`src/rtl/lsu_pkg.sv`:
```
// Shared encodings for the load/store unit: access sizes, FSM states and the
// alignment rule applied when a request is accepted.
package lsu_pkg;

    localparam int PALAVRAS_LOG2_PADRAO = 8;

    localparam logic [1:0] TAM_BYTE = 2'b00;
    localparam logic [1:0] TAM_HALF = 2'b01;
    localparam logic [1:0] TAM_WORD = 2'b10;
    localparam logic [1:0] TAM_INV  = 2'b11;

    typedef enum logic [2:0] {
        OCIOSO  = 3'd0,
        LEITURA = 3'd1,
        ESCRITA = 3'd2,
        RETORNO = 3'd3,
        ERRO    = 3'd4
    } estado_t;

    // Illegal size, or an access that does not sit on its natural boundary.
    function automatic logic erro_alinhamento(input logic [1:0] tam, input logic [1:0] desl);
        logic e;
        case (tam)
            TAM_BYTE: e = 1'b0;
            TAM_HALF: e = desl[0];
            TAM_WORD: e = (desl != 2'b00);
            default:  e = 1'b1;
        endcase
        return e;
    endfunction

endpackage

```
`src/rtl/unidade_load_store_if.sv`:
```
// Request/response handshake between the execute stage (master) and the
// load/store unit (slave).
interface unidade_load_store_if;

    logic        req_valid;
    logic        req_escrita;
    logic [1:0]  req_tamanho;
    logic        req_sem_sinal;
    logic [31:0] req_endereco;
    logic [31:0] req_dado;
    logic        pronto;
    logic        resp_valid;
    logic [31:0] resp_dado;
    logic        resp_erro;

    modport master (
        output req_valid, req_escrita, req_tamanho, req_sem_sinal, req_endereco, req_dado,
        input  pronto, resp_valid, resp_dado, resp_erro
    );

    modport slave (
        input  req_valid, req_escrita, req_tamanho, req_sem_sinal, req_endereco, req_dado,
        output pronto, resp_valid, resp_dado, resp_erro
    );

endinterface

```
`src/rtl/alinhador_dados.sv`:
```
// Byte-lane steering: extracts and extends load data from a RAM word, and
// merges sub-word store data into the word read back from RAM.
module alinhador_dados
    import lsu_pkg::*;
(
    input  logic [31:0] dado_memoria,
    input  logic [31:0] dado_req,
    input  logic [1:0]  tamanho,
    input  logic        sem_sinal,
    input  logic [1:0]  deslocamento,
    output logic [31:0] dado_carga,
    output logic [31:0] dado_mesclado
);

    logic [7:0]  w_byte;
    logic [15:0] w_meia;

    // Lane extraction and sign/zero extension for loads (lane 0 = bits 7:0).
    always_comb begin
        w_byte = 8'd0;
        w_meia = 16'd0;
        case (deslocamento)
            2'd0:    w_byte = dado_memoria[7:0];
            2'd1:    w_byte = dado_memoria[15:8];
            2'd2:    w_byte = dado_memoria[23:16];
            2'd3:    w_byte = dado_memoria[31:24];
            default: w_byte = 8'd0;
        endcase
        if (deslocamento[1]) begin
            w_meia = dado_memoria[31:16];
        end else begin
            w_meia = dado_memoria[15:0];
        end
        case (tamanho)
            TAM_BYTE: dado_carga = sem_sinal ? {24'd0, w_byte} : {{24{w_byte[7]}}, w_byte};
            TAM_HALF: dado_carga = sem_sinal ? {16'd0, w_meia} : {{16{w_meia[15]}}, w_meia};
            TAM_WORD: dado_carga = dado_memoria;
            default:  dado_carga = 32'd0;
        endcase
    end

    // Store merge: only the addressed lane(s) change; a word store replaces everything.
    always_comb begin
        dado_mesclado = dado_memoria;
        case (tamanho)
            TAM_BYTE: dado_mesclado[{deslocamento, 3'b000} +: 8] = dado_req[7:0];
            TAM_HALF: dado_mesclado[{deslocamento[1], 4'b0000} +: 16] = dado_req[15:0];
            TAM_WORD: dado_mesclado = dado_req;
            default:  dado_mesclado = dado_memoria;
        endcase
    end

endmodule

```
`src/rtl/unidade_load_store.sv`:
```
// Load/store unit in front of a word-only data RAM: one request at a time,
// read-modify-write for sub-word stores, error reporting without RAM access.
module unidade_load_store
    import lsu_pkg::*;
#(
    parameter int PALAVRAS_LOG2 = PALAVRAS_LOG2_PADRAO
) (
    input  logic                 clock,
    input  logic                 reset,
    unidade_load_store_if.slave  bus,
    output logic [31:0]          mem_endereco,
    output logic [31:0]          mem_dado_escrita,
    output logic                 mem_MemRead,
    output logic                 mem_MemWrite,
    input  logic [31:0]          mem_dado_leitura
);

    estado_t                  r_estado;
    logic                     r_escrita;
    logic [1:0]               r_tamanho;
    logic                     r_sem_sinal;
    logic [PALAVRAS_LOG2+1:0] r_endereco;
    logic [31:0]              r_dado;

    logic                     w_erro;
    logic [31:0]              w_carga;
    logic [31:0]              w_mesclado;

    // Request validity, evaluated on the live request while idle.
    always_comb begin
        if (bus.req_endereco[31:PALAVRAS_LOG2+2] != {(30-PALAVRAS_LOG2){1'b0}}) begin
            w_erro = 1'b1;
        end else begin
            w_erro = erro_alinhamento(bus.req_tamanho, bus.req_endereco[1:0]);
        end
    end

    // Control FSM and latched request fields.
    always_ff @(posedge clock) begin
        if (reset) begin
            r_estado    <= OCIOSO;
            r_escrita   <= 1'b0;
            r_tamanho   <= TAM_BYTE;
            r_sem_sinal <= 1'b0;
            r_endereco  <= {(PALAVRAS_LOG2+2){1'b0}};
            r_dado      <= 32'd0;
        end else begin
            case (r_estado)
                OCIOSO: begin
                    if (bus.req_valid) begin
                        r_escrita   <= bus.req_escrita;
                        r_tamanho   <= bus.req_tamanho;
                        r_sem_sinal <= bus.req_sem_sinal;
                        r_endereco  <= bus.req_endereco[PALAVRAS_LOG2+1:0];
                        r_dado      <= bus.req_dado;
                        if (w_erro) begin
                            r_estado <= ERRO;
                        end else if (bus.req_escrita && (bus.req_tamanho == TAM_WORD)) begin
                            r_estado <= ESCRITA;
                        end else begin
                            r_estado <= LEITURA;
                        end
                    end else begin
                        r_estado <= OCIOSO;
                    end
                end
                LEITURA: r_estado <= r_escrita ? ESCRITA : RETORNO;
                ESCRITA: r_estado <= OCIOSO;
                RETORNO: r_estado <= OCIOSO;
                ERRO:    r_estado <= OCIOSO;
                default: r_estado <= OCIOSO;
            endcase
        end
    end

    alinhador_dados u_alinhador (
        .dado_memoria  (mem_dado_leitura),
        .dado_req      (r_dado),
        .tamanho       (r_tamanho),
        .sem_sinal     (r_sem_sinal),
        .deslocamento  (r_endereco[1:0]),
        .dado_carga    (w_carga),
        .dado_mesclado (w_mesclado)
    );

    assign mem_endereco = {{(32-PALAVRAS_LOG2){1'b0}}, r_endereco[PALAVRAS_LOG2+1:2]};

    // State decode; completion and write strobe are suppressed while reset is high
    // so an interrupted store never reaches the RAM.
    always_comb begin
        bus.pronto       = 1'b0;
        bus.resp_valid   = 1'b0;
        bus.resp_erro    = 1'b0;
        bus.resp_dado    = 32'd0;
        mem_MemRead      = 1'b0;
        mem_MemWrite     = 1'b0;
        mem_dado_escrita = 32'd0;
        case (r_estado)
            OCIOSO:  bus.pronto = 1'b1;
            LEITURA: mem_MemRead = 1'b1;
            ESCRITA: begin
                mem_MemWrite     = !reset;
                mem_dado_escrita = w_mesclado;
                bus.resp_valid   = !reset;
            end
            RETORNO: begin
                bus.resp_valid = !reset;
                bus.resp_dado  = w_carga;
            end
            ERRO: begin
                bus.resp_valid = !reset;
                bus.resp_erro  = !reset;
            end
            default: bus.pronto = 1'b0;
        endcase
    end

endmodule

```
`src/flat_wrapper.sv`:
```
// flat-port wrapper written by rule: the top's interface ports become plain ports
module unidade_load_store_flat import lsu_pkg::*;
#(
    parameter int PALAVRAS_LOG2 = PALAVRAS_LOG2_PADRAO
)
  (clock, reset, mem_endereco, mem_dado_escrita, mem_MemRead, mem_MemWrite, mem_dado_leitura, bus_req_valid, bus_req_escrita, bus_req_tamanho, bus_req_sem_sinal, bus_req_endereco, bus_req_dado, bus_pronto, bus_resp_valid, bus_resp_dado, bus_resp_erro);
  unidade_load_store_if bus_i ();
  input  logic clock;
  input  logic reset;
  output logic [31:0] mem_endereco;
  output logic [31:0] mem_dado_escrita;
  output logic mem_MemRead;
  output logic mem_MemWrite;
  input  logic [31:0] mem_dado_leitura;
  input wire logic [$bits(bus_i.req_valid)-1:0] bus_req_valid;
  input wire logic [$bits(bus_i.req_escrita)-1:0] bus_req_escrita;
  input wire logic [$bits(bus_i.req_tamanho)-1:0] bus_req_tamanho;
  input wire logic [$bits(bus_i.req_sem_sinal)-1:0] bus_req_sem_sinal;
  input wire logic [$bits(bus_i.req_endereco)-1:0] bus_req_endereco;
  input wire logic [$bits(bus_i.req_dado)-1:0] bus_req_dado;
  output wire logic [$bits(bus_i.pronto)-1:0] bus_pronto;
  output wire logic [$bits(bus_i.resp_valid)-1:0] bus_resp_valid;
  output wire logic [$bits(bus_i.resp_dado)-1:0] bus_resp_dado;
  output wire logic [$bits(bus_i.resp_erro)-1:0] bus_resp_erro;
  assign bus_i.req_valid = bus_req_valid;
  assign bus_i.req_escrita = bus_req_escrita;
  assign bus_i.req_tamanho = bus_req_tamanho;
  assign bus_i.req_sem_sinal = bus_req_sem_sinal;
  assign bus_i.req_endereco = bus_req_endereco;
  assign bus_i.req_dado = bus_req_dado;
  assign bus_pronto = bus_i.pronto;
  assign bus_resp_valid = bus_i.resp_valid;
  assign bus_resp_dado = bus_i.resp_dado;
  assign bus_resp_erro = bus_i.resp_erro;
  unidade_load_store #(.PALAVRAS_LOG2(PALAVRAS_LOG2)) u_core (.clock(clock), .reset(reset), .bus(bus_i), .mem_endereco(mem_endereco), .mem_dado_escrita(mem_dado_escrita), .mem_MemRead(mem_MemRead), .mem_MemWrite(mem_MemWrite), .mem_dado_leitura(mem_dado_leitura));
endmodule
```
`config.mk`:
```
export PLATFORM = sky130hd
export DESIGN_NAME = unidade_load_store_flat
export DESIGN_NICKNAME = d
export VERILOG_FILES = /design/src/rtl/lsu_pkg.sv /design/src/rtl/unidade_load_store_if.sv /design/src/rtl/alinhador_dados.sv /design/src/rtl/unidade_load_store.sv /design/src/flat_wrapper.sv
export SDC_FILE = /design/constraint.sdc
export NUM_CORES = 1
export LEC_CHECK = 0
export ABC_AREA = 1
export CAP_MARGIN = 10
export CORE_MARGIN = 4
export CORE_UTILIZATION = 45
export CTS_CLUSTER_DIAMETER = 120
export DETAILED_ROUTE_END_ITERATION = 8
export MAX_ROUTING_LAYER = met4
export PLACE_DENSITY = 0.95
export SETUP_SLACK_MARGIN = 0.2
export SKIP_CTS_REPAIR_TIMING = 1
export SYNTH_ARGS = -nofsm -noshare
export SYNTH_HDL_FRONTEND = slang
export SYNTH_SLANG_ARGS = --single-unit
```
`constraint.sdc`:
```
create_clock -name clock -period 6.3 [get_ports clock]
set_clock_uncertainty 0.1 [all_clocks]
set_input_delay 0.945 -clock clock [delete_from_list [all_inputs] [get_ports clock]]
set_output_delay 0.945 -clock clock [all_outputs]
set_load 0.01 [all_outputs]
```
# Word-level counts from Yosys, hierarchy flattened
# Index checks and enable logic that the tools add are counted.
dict set report word_totals {
  ff_bits 49
  input_bits 103
  out_inout_bits 101
  wordCells 55
}
dict set report op_classes {
  add_sub_neg 2
  n_eq_ne 11
  shift 4
  muxes 22
  n_reduce_logical 10
}
# operator n
set op_table {}
lappend op_table {{$pmux W32 S3} 2}
lappend op_table {{$mux W32} 4}
lappend op_table {{$bwmux W32} 2}
lappend op_table {{$pmux W8 S4} 1}
lappend op_table {{$shift A16 B7 Y32 const A} 1}
lappend op_table {{$shift A8 B7 Y32 const A} 1}
lappend op_table {{$shiftx A16 B7 Y32} 1}
lappend op_table {{$shiftx A8 B7 Y32} 1}
lappend op_table {{$reduce_bool A22 Y1} 1}
lappend op_table {{$mux W16} 1}
lappend op_table {{$neg A5 Y7} 2}
lappend op_table {{$eq A2 B2 Y1 const B} 4}
lappend op_table {{$mux W1} 7}
lappend op_table {{$eq A2 B1 Y1 const B} 3}
lappend op_table {{$eq A3 B2 Y1 const B} 2}
lappend op_table {{$logic_not A2 Y1} 3}
lappend op_table {{$mux W3} 2}
lappend op_table {{$pmux W3 S2} 1}
lappend op_table {{$eq A3 B1 Y1 const B} 1}
lappend op_table {{$eq A3 B3 Y1 const B} 1}
lappend op_table {{$logic_not A3 Y1} 1}
lappend op_table {{$pmux W1 S3} 1}
lappend op_table {{$reduce_or A3 Y1} 1}
lappend op_table {{$mux W2} 1}
lappend op_table {{4 further kinds} 4}

# Longest topological paths before layout
dict set report logic_depth {
  word_depth 6
  depth_mapped 11
}

# Cells and area by module
# A second synthesis with hierarchy kept.
dict set report unflattened {
  cells_unflattened 1014
  hier_area_um2 5788.1
}
# mod n_inst cells_per_inst area_per_inst_um2 seq_area_each_um2
set by_module_without_submodules {}
lappend by_module_without_submodules {unidade_load_store 1 427 3098.0 980.9}
lappend by_module_without_submodules {alinhador_dados 1 587 2690.1 0.0}

# Worst setup path after synthesis
# Ideal clock, no wire load.
dict set report synth_timing {
  kind {register -> output}
  startpoint {reg u_core.r_endereco[0]}
  endpoint {out mem_dado_escrita[26]}
  arrival_ps 1985
  setup_slack_ps 3270
  path_stages_with_launch 11
  cell_sequence {dfxtp_1 > clkinv_1 > ha_1 > buf_2 > inv_1 > buf_2 > nand2_1 > nor2_1 > nand2_1 > a21o_1 > a31oi_1}
}
dict set report synth_between {
  elab_chain_cells 5
  elab_cells_between_ends 6
  cone_classes {add/sub (1); shift (2); mux (3)}
}
# item line
set synth_lines {}
lappend synth_lines {{from (decl)} unidade_load_store.sv:22} ;# logic [PALAVRAS_LOG2+1:0] r_endereco;
lappend synth_lines {{from (signal assigned)} unidade_load_store.sv:45} ;# r_endereco <= {(PALAVRAS_LOG2+2){1'b0}};
lappend synth_lines {{from (signal assigned)} unidade_load_store.sv:54} ;# r_endereco <= bus.req_endereco[PALAVRAS_LOG2+1:0];
lappend synth_lines {{$neg A5 Y7 *} alinhador_dados.sv:46} ;# TAM_BYTE: dado_mesclado[{deslocamento, 3'b000} +: 8] = dado_req[7:0];
lappend synth_lines {{$shiftx A8 B7 Y32 / $shift A8 B7 Y32 (equally long branches)} alinhador_dados.sv:46}
lappend synth_lines {{$bwmux W32 *} alinhador_dados.sv:46}
lappend synth_lines {{$pmux W32 S3 *} alinhador_dados.sv:45} ;# case (tamanho)
lappend synth_lines {{$mux W32 *} unidade_load_store.sv:98} ;# case (r_estado)
lappend synth_lines {{to (decl)} flat_wrapper.sv:11} ;# output logic [31:0] mem_dado_escrita;
# Mark *: on every way between the ends. The rest lies on a longest branch, timed or not.

# Worst setup path in the final report
dict set report layout_timing {
  startpoint {reg u_core.r_endereco[0]}
  endpoint {out bus_resp_dado[17]}
}
dict set report layout_between {
  elab_chain_cells 5
  elab_cells_between_ends 8
  cone_classes {eq/ne (3); mux (4); reduce/logical (1)}
}
# item line
set layout_lines {}
lappend layout_lines {{$eq A2 B2 Y1 (tied with other cells)} alinhador_dados.sv:22} ;# case (deslocamento)
lappend layout_lines {{$pmux W8 S4 *} alinhador_dados.sv:22}
lappend layout_lines {{$mux W32 *} alinhador_dados.sv:35} ;# TAM_BYTE: dado_carga = sem_sinal ? {24'd0, w_byte} : {{24{w_byte[7]}}, w_byte};
lappend layout_lines {{$pmux W32 S3 *} alinhador_dados.sv:34} ;# case (tamanho)
lappend layout_lines {{$mux W32 *} unidade_load_store.sv:98}
lappend layout_lines {{to (decl)} flat_wrapper.sv:23} ;# output wire logic [$bits(bus_i.resp_dado)-1:0] bus_resp_dado;
# Marks and branches as above.

==> out/qor.csv <==
stage,metric,value,unit
clocking,cts_tree,done,
route,drt_iter0_drc,520,
global_routing,gr-total-overflow,0,
timing,relSlewSlack,0.274,
finish,drive_gt1_frac,0.0360,
setup_path,critical_path_class,reg -> out,
route,vias_per_cell,5.29,
timing,finalSetupViolations,0,
synth,ys_seq_elements,49,
floorplan,die_x,105,um
global_routing,grt_pass1_wl,23800,um
clocking,clock-sinks,49,
synth,seq_area_frac_synth,0.230,
clocking,cts-root-buf,clkbuf_8,
floorplan,dieArea,0.0111,mm^2
global_routing,antenna_found_initial,0,
run_status,outcome,"finished, final reports clean",
floorplan,row_count,35,
route,ant_nets,0,
synth,postSynthCellCount,724,
synth,synth_edf_count,0,
timing,min_period,4.65,ns
finish,final_area,0.00596,mm^2
power,clock_power_share,0.259,
power,pwr-share-seq,0.394,
synth,synth-async-reset-ratio,0,
synth,yosys_warnings,0,
clocking,clk_path_buf_depth,2,
worst_hold_path,hold_class,reg -> reg,
setup_path,cp_data_required_time,5.25,ns
clocking,cts-buffers-inserted,5,
global_routing,grt_max_degree,60,
power,p_total,899,uW
route,drc,0,
placement,post-dp-hpwl,11700,um
setup_path,cp_max_fo,24,
finish,area_growth,39.8,%
synth,synth_area_per_cell,5.89,um^2
floorplan,core,0.00924,mm^2
timing,hold_viol,0,
finish,layout.nets,969,
power,p_int,589,uW
route,finalWirelength,15400,um
floorplan,initial_core_util,0.461,
synth,synth_flop_cell,dfxtp_1,
clocking,cts-htree-levels,2,
route,avgRoutedWirePerCell,15.5,um
setup_path,critPathCaptureType,output pin,
placement,post_dp_cell_area,0.00584,mm^2
setup_path,start_kind,register,
floorplan,die_h,105,um
timing,tightestPinTransition,1.09,ns
placement,port_buffers,179,
timing,report.final.slew_viol_count,0,
power,combPwrFrac,0.347,
flow_run,drv_cap,0,
power,peakVddDrop,0.151,mV
timing,period_share,0.739,
finish,layout_common_cells,"clkdlybuf4s50_1, nand2_1, a21oi_1, nor2_1, o21ai_0",
timing,rsz0062_at_grt,no,
clocking,cts.clk_slew.worst_paths,0.09,ns
power,switching_share,0.344,
clocking,clkLatencyLatePin,0.30,ns
timing,fmax,215,MHz
power,leakagePower,0.00241,uW
placement,gp_congestion,0.995,
power,p_sw,310,uW
finish,insertedDiodeCount,0,
synth,synth_cell_types,34,
global_routing,grt_pass1_vias,4838,
floorplan,io_pins,204,
synth,synth_area,0.00426,mm^2
timing,tns,0,ns
power,p_per_area,151,mW/mm^2
route,first_pass_iters,6,
finish,final_common_cell,clkdlybuf4s50_1,
global_routing,grt_use_total,0.268,
route,vias,5242,
finish,fillCellCount,864,
setup_path,cp.arrival,3.61,ns
-- power groups by stage --
| stage | sequential (uW) | combinational [uW] | clock (uW) |
|---|---|---|---|
| floorplan | 352 | 209 | 0 |
| global placement | 360 | 301 | 0 |
| detailed placement | 361 | 303 | 0 |
| CTS | 354 | 305 | 234 |
| global route | 357 | 341 | 247 |
| finish | 354 | 312 | 233 |
-- layer usage --
layer  track usage  vias to the layer above  wire length [um]
met5             -                        -                 0
met4        0.0872                        0               381
met3        0.0465                       45              1650
met2         0.435                      330              6940
met1         0.339                     2284              6420
li1              -                     2583                 -
-- worst max-delay path, stage by stage (launching register included) --
cell	delay, ns
dfxtp_1	0.50
clkinv_1	0.39
ha_1	0.43
inv_1	0.50
nor2_1	0.08
nor2_1	0.18
nand3_2	0.39
a21oi_1	0.27
clkdlybuf4s50_1	0.56
-- final timing paths --
kind	cells after the start	from	slack, ns	end
worst max-delay path	8	u_core.r_endereco[0]	1.65	bus_resp_dado[17]
worst min-delay path	2	u_core.r_dado[24]	0.37	u_core.r_dado[24]
worst max register to register	7	u_core.r_estado[1]	3.79	u_core.r_dado[10]
worst min register to register	2	u_core.r_dado[24]	0.37	u_core.r_dado[24]
-- metrics by stage --
step	hold slack, ns	utilization	instances	setup slack [ns]
floorplan	0.330	-	747	3.27
global placement	0.346	0.632	983	2.21
finish	0.372	0.645	991	1.65
detailed placement	0.360	0.632	983	2.05
global route	0.395	0.645	991	1.41
CTS	0.372	0.645	991	1.71
-- synth_stat cells (4+ instances only) --
master / instances / share of area
nand4_1: 5 / 0.0073
o22ai_1: 6 / 0.0088
inv_2: 4 / 0.0035
clkbuf_1: 24 / 0.021
buf_2: 7 / 0.0082
a21o_1: 4 / 0.0070
ha_1: 5 / 0.015
buf_6: 8 / 0.021
nand2_1: 142 / 0.13
a22oi_1: 13 / 0.023
o21ai_1: 6 / 0.0070
nor3_1: 6 / 0.0070
o21ai_0: 84 / 0.099
inv_1: 76 / 0.067
dfxtp_1: 49 / 0.23
nor2_1: 90 / 0.079
buf_4: 34 / 0.060
a21oi_1: 96 / 0.11
a31oi_1: 12 / 0.018
nand3_1: 27 / 0.032
-- flip-flops by register name (all words and copies together) (netlist names) --
signal              flops
u_core.r_dado          32
u_core.r_endereco      10
u_core.r_estado         3
u_core.r_tamanho        2
u_core.r_escrita        1
u_core.r_sem_sinal      1
-- final cells by class --
type	count	area [um^2]	area share
multi-input combinational	541	2580	0.433
timing repair buffer	181	1810	0.303
sequential	49	981	0.165
inverter	83	314	0.0527
tap	129	161	0.0271
clock buffer	7	86.3	0.0145
clock inverter	1	30.0	0.00504
-- cell families (layout without fill, tap and decap cells) --
family	count (synthesis)	count (layout)	synth area share
flip-flops	49	49	0.230
AO/OA/AOI/OAI	227	227	0.286
buffers and inverters	157	272	0.185
other	1	24	0.000880
adder cells (fa/ha/maj)	5	5	0.0147
AND/OR/NAND/NOR	285	285	0.283
(Power assumes the default switching activity.)
